<file path="config.mk">
export PLATFORM = sky130hd
export DESIGN_NAME = cpu_regfile_arbiter
export DESIGN_NICKNAME = d
export VERILOG_FILES = /design/src/rtl/cpu_regfile_arbiter.sv
export SDC_FILE = /design/constraint.sdc
export NUM_CORES = 1
export LEC_CHECK = 0
export CAP_MARGIN = 20
export CORE_ASPECT_RATIO = 0.6
export CORE_UTILIZATION = 55
export CTS_CLUSTER_SIZE = 14
export DETAILED_ROUTE_END_ITERATION = 10
export DONT_BUFFER_PORTS = 1
export GPL_ROUTABILITY_DRIVEN = 0
export PLACE_DENSITY_LB_ADDON = 0.08
export SETUP_SLACK_MARGIN = 0.05
export SYNTH_ARGS = -nofsm -noshare
export SYNTH_HDL_FRONTEND = slang
export SYNTH_SLANG_ARGS = --single-unit
</file>
<file path="constraint.sdc">
create_clock -name clk_i -period 2.22 [get_ports clk_i]
set_input_delay 0.333 -clock clk_i [delete_from_list [all_inputs] [get_ports clk_i]]
set_output_delay 0.333 -clock clk_i [all_outputs]
set_load 0.05 [all_outputs]
</file>
<file path="src/rtl/cpu_regfile_arbiter.sv">
// Register-file write-port arbiter (EX vs MEM) with a 16-entry pending-write scoreboard.
// Optional macro CPU_REGFILE_ARB_BYPASS_EN enables forwarding of value_o during the write cycle.
module cpu_regfile_arbiter #(
    parameter int MAX_WAIT = 3
) (
    input  logic        clk_i,
    input  logic        rst_i,
    input  logic        ex_valid_i,
    input  logic [3:0]  ex_index_i,
    input  logic [31:0] ex_value_i,
    output logic        ex_ready_o,
    input  logic        mem_valid_i,
    input  logic [3:0]  mem_index_i,
    input  logic [31:0] mem_value_i,
    output logic        mem_ready_o,
    input  logic        mark_valid_i,
    input  logic [3:0]  mark_index_i,
    input  logic [3:0]  rd_index1_i,
    input  logic [3:0]  rd_index2_i,
    output logic        busy1_o,
    output logic        busy2_o,
    output logic        fwd1_o,
    output logic        fwd2_o,
    output logic        write_enable_o,
    output logic [3:0]  reg_write_index_o,
    output logic [31:0] value_o
);

    typedef enum logic [1:0] {IDLE, WRITE, RECOVER} state_t;

    state_t      state_q, state_d;
    logic [3:0]  wait_cnt_q, wait_cnt_d;
    logic [15:0] pending_q, pending_d;
    logic        we_q, we_d;
    logic [3:0]  idx_q, idx_d;
    logic [31:0] val_q, val_d;
    logic        ex_grant, mem_grant;

    // MEM normally wins; EX overtakes once it has been refused MAX_WAIT times in a row.
    always_comb begin
        logic accept;
        logic force_ex;
        accept    = (state_q != WRITE) && !rst_i;
        force_ex  = (wait_cnt_q == 4'(MAX_WAIT));
        ex_grant  = accept && ex_valid_i && (!mem_valid_i || force_ex);
        mem_grant = accept && mem_valid_i && !ex_grant;
    end

    assign ex_ready_o  = ex_grant;
    assign mem_ready_o = mem_grant;

    always_comb begin
        state_d    = state_q;
        we_d       = 1'b0;
        idx_d      = idx_q;
        val_d      = val_q;
        wait_cnt_d = wait_cnt_q;
        pending_d  = pending_q;

        case (state_q)
            IDLE, RECOVER: state_d = (ex_grant || mem_grant) ? WRITE : IDLE;
            WRITE:         state_d = RECOVER;
            default:       state_d = IDLE;
        endcase

        if (ex_grant) begin
            we_d  = 1'b1;
            idx_d = ex_index_i;
            val_d = ex_value_i;
        end else if (mem_grant) begin
            we_d  = 1'b1;
            idx_d = mem_index_i;
            val_d = mem_value_i;
        end

        if (!ex_valid_i || ex_grant)
            wait_cnt_d = 4'd0;
        else if (wait_cnt_q != 4'(MAX_WAIT))
            wait_cnt_d = wait_cnt_q + 4'd1;

        // Clear first so a same-cycle mark of the same register stays pending.
        if (state_q == WRITE)
            pending_d[idx_q] = 1'b0;
        if (mark_valid_i)
            pending_d[mark_index_i] = 1'b1;
    end

`ifdef CPU_REGFILE_ARB_BYPASS_EN
    always_comb begin
        logic hit1;
        logic hit2;
        hit1 = (state_q == WRITE) && (rd_index1_i == idx_q)
               && !(mark_valid_i && (mark_index_i == rd_index1_i));
        hit2 = (state_q == WRITE) && (rd_index2_i == idx_q)
               && !(mark_valid_i && (mark_index_i == rd_index2_i));
        fwd1_o  = hit1;
        fwd2_o  = hit2;
        busy1_o = pending_q[rd_index1_i] && !hit1;
        busy2_o = pending_q[rd_index2_i] && !hit2;
    end
`else
    assign fwd1_o  = 1'b0;
    assign fwd2_o  = 1'b0;
    assign busy1_o = pending_q[rd_index1_i];
    assign busy2_o = pending_q[rd_index2_i];
`endif

    always_ff @(posedge clk_i) begin
        if (rst_i) begin
            state_q    <= IDLE;
            we_q       <= 1'b0;
            idx_q      <= 4'd0;
            val_q      <= 32'd0;
            wait_cnt_q <= 4'd0;
            pending_q  <= 16'd0;
        end else begin
            state_q    <= state_d;
            we_q       <= we_d;
            idx_q      <= idx_d;
            val_q      <= val_d;
            wait_cnt_q <= wait_cnt_d;
            pending_q  <= pending_d;
        end
    end

    assign write_enable_o    = we_q;
    assign reg_write_index_o = idx_q;
    assign value_o           = val_q;

endmodule

</file>
Word level (Yosys, flattened, before mapping) --
Cells that the tools add are included.
Storage, ports and cells: flip-flop bits (word level) 59, output and inout port bits 43
Operators by class: add/sub/neg operators 1, order comparisons 6, equality and inequality tests 5, multiplexer cells 18, bitwise logic cells 3, reductions and logical operators 18
Operator list (number):
- 2-to-1 mux 32 bit | 2
- 2-to-1 mux 16 bit | 2
- less-than comparator 4 x 5 -> 1 bit, second input constant | 4
- AND 16 bit | 1
- NOT 16 bit | 1
- bitwise OR 16 bit | 1
- binary-select mux 1 bit (select 4 bit) | 2
- demux 1 bit (select 4 bit) | 2
- greater-or-equal comparator 4 x 1 -> 1 bit, second input constant | 2
- 2-to-1 mux 4 bit | 2
- logical AND 1 bit | 7
- 2-to-1 mux 1 bit | 7
- adder 4 x 1 -> 4 bit, second input constant | 1
- equality test 4 x 2 -> 1 bit, second input constant | 1
- logical NOT 1 bit | 4
- != test 4 x 2 -> 1 bit, second input constant | 1
- case mux 2 bit (2 select lines) | 1
- OR reduction 2 bit | 2
- logical OR 1 bit | 3
- equality test 2 x 1 -> 1 bit, second input constant | 1
- equality test 2 bit, second input constant | 1
- logical NOT 2 bit | 1
- != test 2 x 1 -> 1 bit, second input constant | 1
- nonzero test 2 bit | 1

Longest topological paths before layout --
Gate-level depths: netlist of run 1.
word-level depth 9, depth in mapped cells 8, depth with buffers taken out 6

Worst setup path after synthesis of run 1 --
Ideal clock, no wire load.
kind register -> output, start point register wait_cnt_q[0], end point output port mem_ready_o, arrival 3193 ps, data required time 1887 ps, setup slack -1306 ps, cell stages (with the launch flop) 4, cells stage by stage dfxtp_1 -> ha_1 -> nor3b_4 -> a2111oi_0
On the way: word-level cells in the longest chain between the ends 5
Ends and longest elaborated chain:
- from (decl) | RTL line 32 | logic [3:0] wait_cnt_q, wait_cnt_d;
- from (signal assigned) | RTL line 121 | wait_cnt_q <= wait_cnt_d;
- equality test 4 x 2 -> 1 bit | RTL line 44 | force_ex = (wait_cnt_q == 4'(MAX_WAIT));
- logical OR 1 bit | RTL line 45 | ex_grant = accept && ex_valid_i && (!mem_valid_i || force_ex);
- logical AND 1 bit | RTL line 45
- logical NOT 1 bit | RTL line 46 | mem_grant = accept && mem_valid_i && !ex_grant;
- logical AND 1 bit | RTL line 46
- to (decl) | RTL line 15 | output logic mem_ready_o,
No other way between the ends.

Worst setup path in the final report of run 1 --
start point register pending_q[3], end point output port busy1_o
On the way: word-level cells in the longest chain between the ends 2
Ends and longest elaborated chain:
- from (decl) | RTL line 33 | logic [15:0] pending_q, pending_d;
- from (signal assigned) | RTL line 122 | pending_q <= pending_d;
- binary-select mux 1 bit (select 4 bit) | RTL line 104 | assign busy1_o = pending_q[rd_index1_i];
- 2-to-1 mux 1 bit (implied by the code) | RTL line 104
- to (decl) | RTL line 20 | output logic busy1_o,
No other way between the ends. The select of a mux whose other input is x is not followed.

==> results of run 1 <==
final cells by class:
class | instances | area [um^2] | area share
repair buffers | 14 | 134 | 0.0414
clock buffers | 12 | 145 | 0.0449
multi-input cells | 248 | 1610 | 0.497
well taps | 63 | 78.8 | 0.0244
inverters | 3 | 13.8 | 0.00425
clock inverters | 4 | 73.8 | 0.0228
flip-flops and latches | 59 | 1180 | 0.365
power by group through the flow:
stage	Sequential [mW]	Clock, mW	Combinational [mW]
6_report	1.42	1.07	0.341
5_1_grt	1.43	1.14	0.374
4_1_cts	1.42	1.08	0.339
3_5_place_dp	1.44	0	0.337
3_3_place_gp	1.44	0	0.329
2_1_floorplan	1.45	0	0.263
final timing paths:
check,startpoint,end,cells after the start
worst min-delay path,rst_i,value_o[31]$_SDFFE_PP0P_,1
worst max register to register,wait_cnt_q[0]$_SDFFE_PP0N_,value_o[17]$_SDFFE_PP0P_,7
worst max-delay path,pending_q[3]$_SDFF_PP0_,busy1_o,5
worst min register to register,state_q[0]$_SDFF_PP0_,state_q[0]$_SDFF_PP0_,1
logic make-up after synthesis:
| group | after synthesis | share of synthesized area |
|---|---|---|
| compound gates | 78 | 0.217 |
| xor+xnor | 2 | 0.00607 |
| fa+ha+maj | 1 | 0.00433 |
| buf+inv | 24 | 0.0472 |
| flops | 59 | 0.409 |
| mux | 10 | 0.0694 |
| other cells | 1 | 0.00130 |
| simple gates | 155 | 0.245 |
sequential cells by signal, indices dropped and copies added, names as in the netlist:
signal	count
write_enable_o	1
wait_cnt_q	4
pending_q	16
reg_write_index_o	4
value_o	32
state_q	2
stage by stage:
step	total power, mW	instances	setup WS (ns)	util	instance area, um^2
6_report	2.83	403	0.143	0.674	3240
5_1_grt	2.94	403	0.0522	0.674	3240
4_1_cts	2.84	403	0.0271	0.671	3220
3_5_place_dp	1.78	386	0.253	0.624	2990
3_3_place_gp	1.77	386	0.367	0.624	2990
2_1_floorplan	1.71	331	0.317	-	2910
worst reg2reg max path, stage by stage, from the launching register on:
cell,delay [ns]
dfxtp_1,0.37
ha_2,0.21
nor3b_4,0.26
o211ai_4,0.11
inv_4,0.15
buf_4,0.26
nand2_1,0.10
a311oi_1,0.27
layout by cell type (no fill, tap or decap), drive strengths merged, types with 3 or more instances in the layout:
master	count
nand2	81
dfxtp	59
nor2	39
a311oi	32
a21oi	19
o21ai	16
buf	14
clkbuf	12
mux4	8
nor2b	6
nand3	6
nand2b	5
and3	5
a221o	4
or3	4
inv	3
a211oi	3
nor3	3
metal layers:
metal,vias to the layer above,GRT usage
li1,1193,-
met1,1168,0.369
met3,2,0.113
met5,-,0
met4,0,0.0853
met2,139,0.431
what timing repair did:
item | CTS | global route
buffers inserted | 1 | 0
pin swaps | 0 | 1
gates resized for setup | 0 | 5
setup endpoints to repair | 1 | 3
==> results_dict.tcl, run 1 <==
set metrics [dict create \
    worst_slew_pin_slew_ns 0.695 \
    cp.buffers_inverters 1 \
    final_nets 425 \
    wirelength_met1_um 3240 \
    dieArea_mm2 0.00555 \
    critPathMaxStageDelay_ns 0.48 \
    vdd_drop_max_v 0.000552 \
    clock_sinks 59 \
    synth_top_area_share 0.409 \
    grt.overflow.total 0 \
    final_hold_viol_count 0 \
    max_cap_viol_count 0 \
    antenna_found_initial 0 \
    rsz0062_at_grt "no" \
    synth_ff_type "dfxtp_1" \
    ys_ff_latch 59 \
    avgSynthCellArea_um2 8.75 \
    vias_per_cell 6.21 \
    drtIter0Drc 209 \
    critPathLaunchType "register" \
    synth.largest_area_cell "dfxtp_1" \
    diodes 0 \
    max_freq_mhz 482 \
    grt_pass1_wl_um 11500 \
    clock_power_share 0.377 \
    path_class "reg2out" \
    rrSetupSlack_ns 0.41 \
    grt_max_degree 56 \
    switchingPower_mw 0.891 \
    synth.distinct_cells 39 \
    start_util 0.601 \
    pwr_density_cell_mw_per_mm2 874 \
    hpwl_um 5450 \
    synthToLayoutAreaGrowth_pct 12.1 \
    highest_layer "met4" \
    grt_pass1_vias 2289 \
    finalMaxSlewViolations 0 \
    ioPinCount 132 \
    firstDrtPassIters 4 \
    synth_common_cells "nand2_1 (71), dfxtp_1 (59), nor2_1 (39), a311oi_1 (22), a21oi_1 (19)" \
    ant_nets 0 \
    setup_viol 0 \
    crit_fanout 3 \
    hold_class "in2reg" \
    rows 19 \
    clk_path_buf_depth 2 \
    cts_made_buffers 9 \
    cts_tree "yes" \
    htreeDepth 3 \
    sw_frac_of_total 0.315 \
    synthArstFlopShare 0 \
    grt_usage 0.282 \
    end_kind "output pin" \
    route.met3.wl_um 973 \
    drc 0 \
    nFillCells 417 \
    worstPathRequired_ns 1.89 \
    tns_ns 0 \
    synth_area_leaders "dfxtp_1 (41%), nand2_1 (9.2%), a311oi_1 (6.7%)" \
    p_int_mw 1.94 \
    yosysSeqAreaShare 0.409 \
    die_h_um 58.1 \
    clockRootBuffer "clkbuf_8" \
    routed-wl-met2_um 3370 \
    wire_per_inst_um 18.9 \
    skew_ns 0.0111 \
    min_period_ns 2.08 \
    crit_chain "mux4_2 -> nor2b_1 -> a211oi_1 -> a21oi_1 -> buf_4" \
    clk_pin_slew_worst_paths_ns 0.07 \
    io_buffers 0 \
    via_count 2502 \
    power.leakage_nw 1.21 \
    finalCritPeriodShare 0.935 \
    synthMostInstantiatedCell "nand2_1" \
    synth_area_mm2 0.00289 \
    arrival_ns 1.74 \
    ctsHoldBuffers 0 \
    die_w_um 95.5 \
    clock_latency_ns 0.33 \
    critPathSlowestCell "mux4_2" \
    wl_um 7610 \
    max-slew-margin-rel 0.536 \
    holdWs_ns 0.0642 \
    cp_top_family "multiplexers" \
    synthCells 330 \
    p_comb_frac 0.120 \
    drive_above_1_share 0.197 \
    synth_edf_count 0 \
    core_area_mm2 0.00480 \
    yosysWarnings 0 \
    seqPwrFrac 0.502 \
    status "complete, no violations" \
]
Power figures use the tool's default switching activity.
==> run 2, diff against run 1 <==
--- a/config.mk
+++ b/config.mk
@@ -7,6 +7,7 @@
 export LEC_CHECK = 0
 export CAP_MARGIN = 20
 export CORE_ASPECT_RATIO = 0.6
+export CORE_MARGIN = 2
 export CORE_UTILIZATION = 55
 export CTS_CLUSTER_SIZE = 14
 export DETAILED_ROUTE_END_ITERATION = 10
==> constraint.sdc (replaced) <==
create_clock -name clk_i -period 2.49 [get_ports clk_i]
set_input_delay 0.3735 -clock clk_i [delete_from_list [all_inputs] [get_ports clk_i]]
set_output_delay 0.3735 -clock clk_i [all_outputs]
set_load 0.05 [all_outputs]
==> results_dict.tcl, run 2 (synthesis gave the netlist of run 1 again) <==
set metrics [dict create \
    status "complete, no violations" \
    grt_usage 0.264 \
    final_nets 422 \
    clk_path_buf_depth 2 \
    multi_input_area_mm2 0.00159 \
    cts_tree "yes" \
    vias_per_cell 6.21 \
    grt_pass1_wl_um 11800 \
    layoutNonFillerInstCount 403 \
    critPathLaunchType "register" \
    ioPinCount 132 \
    wire_per_inst_um 19.0 \
    tns_ns 0 \
    firstDrtPassIters 4 \
    clock_latency_ns 0.34 \
    grt_busiest_layer "met1" \
    rsz0062_at_grt "no" \
    wl_um 7640 \
    post_cts_resized 0 \
    grt_max_degree 56 \
    met2_usage 0.370 \
    arrival_ns 1.88 \
    clockRootBuffer "clkbuf_8" \
    die_w_um 97.5 \
    holdWs_ns 0.102 \
    met3_usage 0.109 \
    final_hold_viol_count 0 \
    setup_slack_ns 0.239 \
    io_buffers 0 \
    diodes 0 \
    crit_fanout 14 \
    worstPathRequired_ns 2.12 \
    post_cts_buffers 0 \
    max_cap_viol_count 0 \
    core_area_mm2 0.00505 \
    drc 0 \
    final_core_util 0.625 \
    drtIter0Drc 151 \
    met1_usage 0.376 \
    cts_made_buffers 9 \
    skew_ns 0.00909 \
    min_period_ns 2.25 \
    max-slew-margin-rel 0.416 \
    place_area_mm2 0.00296 \
    hpwl_um 5570 \
    via_count 2503 \
    largest_register_ffs 32 \
    finalMaxSlewViolations 0 \
    ctsHoldBuffers 0 \
    antenna_found_initial 0 \
    grt.overflow.total 0 \
    dp_cells 387 \
    pwr_density_cell_mw_per_mm2 775 \
    die_h_um 60.1 \
    postLayoutCellArea_mm2 0.00316 \
    rrSetupSlack_ns 0.46 \
    finalPower_mw 2.45 \
    htreeDepth 3 \
    setup_viol 0 \
    seqCellArea_mm2 0.00118 \
    finalCritPeriodShare 0.904 \
    max_freq_mhz 444 \
    hold_class "in2reg" \
    drive_above_1_share 0.184 \
    end_kind "output pin" \
    clock_sinks 59 \
    clk_pin_slew_worst_paths_ns 0.07 \
    ant_nets 0 \
    rows 20 \
    final_common_cell "nand2_1" \
    synthToLayoutAreaGrowth_pct 9.54 \
    grt_pass1_vias 2318 \
    path_class "reg2out" \
    power.leakage_nw 1.18 \
    dpl_worst_slack_ns 0.494 \
    dieArea_mm2 0.00586 \
    worst_slew_pin_slew_ns 0.875 \
    vdd_drop_max_v 0.000354 \
    start_util 0.571 \
    nFillCells 455 \
    final_cell_mix "nand2_1 (71), dfxtp_1 (59), nor2_1 (38), a311oi_1 (22), a21oi_1 (19)" \
]
-- run 2: cell type report --
cell class	instances	area share
multi-input cells	248	0.502
flip-flops and latches	59	0.374
clock buffers	12	0.0491
repair buffers	11	0.0301
well taps	66	0.0261
clock inverters	4	0.0154
inverters	3	0.00356
-- run 2: layer usage --
layer  up-vias  wire length (um)
met2       120              3100
met1      1188              3590
li1       1187                 -
met4         0                53
met3         8               895
met5         -                 0
-- run 2: power by group --
group / switching [mW] / internal [mW] / leakage (nW) / total, mW
registers: 0.257 / 1.02 / 0.488 / 1.27
clock network: 0.373 / 0.515 / 0.106 / 0.888
logic: 0.177 / 0.113 / 0.587 / 0.289
-- run 2: worst paths after layout --
| path | startpoint | endpoint | cells after the start |
|---|---|---|---|
| setup / recovery | wait_cnt_q[0]$_SDFFE_PP0N_ | ex_ready_o | 5 |
| hold / removal | rst_i | value_o[23]$_SDFFE_PP0P_ | 1 |
| setup reg to reg | state_q[0]$_SDFF_PP0_ | reg_write_index_o[2]$_SDFFE_PP0P_ | 5 |
| hold reg to reg | state_q[0]$_SDFF_PP0_ | state_q[0]$_SDFF_PP0_ | 1 |
-- run 2: worst max-delay path, stage by stage (launching register included) --
cell and delay, ns:
dfxtp_1 0.37, ha_1 0.22, nor3b_4 0.33, o211ai_4 0.11
inv_2 0.27, buf_12 0.23
==> run 3, diff against run 2 <==
--- a/config.mk
+++ b/config.mk
@@ -6,9 +6,11 @@
 export NUM_CORES = 1
 export LEC_CHECK = 0
 export CAP_MARGIN = 20
+export CELL_PAD_IN_SITES_DETAIL_PLACEMENT = 2
+export CELL_PAD_IN_SITES_GLOBAL_PLACEMENT = 2
 export CORE_ASPECT_RATIO = 0.6
 export CORE_MARGIN = 2
-export CORE_UTILIZATION = 55
+export CORE_UTILIZATION = 37
 export CTS_CLUSTER_SIZE = 14
 export DETAILED_ROUTE_END_ITERATION = 10
 export DONT_BUFFER_PORTS = 1
==> results_dict.tcl, run 3 (synthesis gave the netlist of run 1 again) <==
set metrics [dict create \
    holdPathEnd "value_o[19]$_SDFFE_PP0P_" \
    power.leakage_nw 1.23 \
    wirelength_met1_um 4710 \
    holdWs_ns 0.112 \
    hold_class "in2reg" \
    final_cell_mix "nand2_1 (71), dfxtp_1 (59), nor2_1 (38), a311oi_1 (22), a21oi_1 (19)" \
    cts_made_buffers 9 \
    path_class "reg2out" \
    tns_ns 0 \
    ctsHoldBuffers 0 \
    wl_um 10100 \
    pwr_density_cell_mw_per_mm2 862 \
    hpwl_um 7260 \
    route.met3.wl_um 862 \
    clk_path_buf_depth 2 \
    vias_per_cell 5.98 \
    finalCritPeriodShare 0.880 \
    wire_per_inst_um 22.9 \
    worstPathRequired_ns 2.12 \
    min_from "rst_i" \
    grt.overflow.total 0 \
    post_cts_resized 0 \
    drtIter0Drc 114 \
    htreeDepth 3 \
    max_cap_viol_count 0 \
    worst_slew_pin_slew_ns 0.876 \
    via_count 2641 \
    post_cts_buffers 0 \
    dieArea_mm2 0.00855 \
    die_w_um 118 \
    rsz0062_at_grt "no" \
    postLayoutCellArea_mm2 0.00333 \
    crit_fanout 4 \
    grt_usage 0.244 \
    max_freq_mhz 456 \
    clockRootBuffer "clkbuf_16" \
    r2r-start "wait_cnt_q[0]$_SDFFE_PP0N_" \
    hold_depth 1 \
    rows 24 \
    final_common_cell "nand2_1" \
    synthToLayoutAreaGrowth_pct 15.5 \
    start_util 0.389 \
    diodes 0 \
    routed-wl-met2_um 4440 \
    skew_ns 0.00830 \
    min_period_ns 2.19 \
    cts_tree "yes" \
    place_area_mm2 0.00302 \
    largest_register_ffs 32 \
    critPathLaunchType "register" \
    max-slew-margin-rel 0.414 \
    drc 0 \
    clock_latency_ns 0.33 \
    highest_layer "met4" \
    vdd_drop_max_v 0.000368 \
    status "complete, no violations" \
    final_hold_viol_count 0 \
    firstDrtPassIters 4 \
    antenna_found_initial 0 \
    grt_max_degree 56 \
    cp-startpoint "wait_cnt_q[0]$_SDFFE_PP0N_" \
    io_buffers 0 \
    ff2ff_path_depth 7 \
    arrival_ns 1.82 \
    ioPinCount 132 \
    core_area_mm2 0.00742 \
    drive_above_1_share 0.189 \
    rrSetupSlack_ns 0.47 \
    grt_pass1_vias 2749 \
    finalMaxSlewViolations 0 \
    setup_viol 0 \
    final_nets 424 \
    die_h_um 72.4 \
    reg2reg_to "value_o[17]$_SDFFE_PP0P_" \
    clk_pin_slew_worst_paths_ns 0.05 \
    grt_pass1_wl_um 15800 \
    ant_nets 0 \
    clock_sinks 59 \
    end_kind "output pin" \
]
run 3: cell type report:
| type | instances | area, um^2 |
|---|---|---|
| sequential | 59 | 1180 |
| clock buffer | 12 | 267 |
| tap | 104 | 130 |
| multi-input combinational | 248 | 1590 |
| clock inverter | 3 | 46.3 |
| timing repair buffer | 13 | 110 |
| fill | 833 | 4080 |
| inverter | 3 | 11.3 |
run 3: through the flow:
stage / cells / utilization / setup slack, ns / total power [mW]
2_1_floorplan: 331 / - / 0.274 / 1.52
3_3_place_gp: 427 / 0.407 / 0.614 / 1.59
3_5_place_dp: 427 / 0.407 / 0.528 / 1.60
4_1_cts: 442 / 0.449 / 0.296 / 2.90
5_1_grt: 442 / 0.449 / 0.216 / 2.98
6_report: 442 / 0.449 / 0.299 / 2.87
run 3: worst max-delay path by stage:
stage / endpoint / slack [ns] / cells past startpoint
after floorplan: mem_ready_o / 0.27 / 3
after global placement: value_o[25]$_SDFFE_PP0P_ / 0.61 / 7
after detailed placement: value_o[15]$_SDFFE_PP0P_ / 0.53 / 7
after CTS: mem_ready_o / 0.30 / 4
after global routing: busy1_o / 0.22 / 5
final: mem_ready_o / 0.30 / 4
run 3: layer usage:
metal / vias up / GRT usage
met3: 13 / 0.0865
met1: 1318 / 0.326
met4: 0 / 0.0643
met2: 112 / 0.380
li1: 1198 / -
met5: - / 0
run 3: power by group:
group	leakage, nW	internal (mW)	total (mW)	switching (mW)
sequential	0.488	1.02	1.27	0.255
combinational	0.596	0.117	0.313	0.197
clock	0.151	0.851	1.29	0.437
total	1.23	1.99	2.87	0.889
run 3: worst max-delay path, stage by stage (launching register included):
cell and delay [ns]:
dfxtp_1 0.34, ha_1 0.26, nor3b_4 0.20, a2111oi_2 0.42
buf_4 0.27
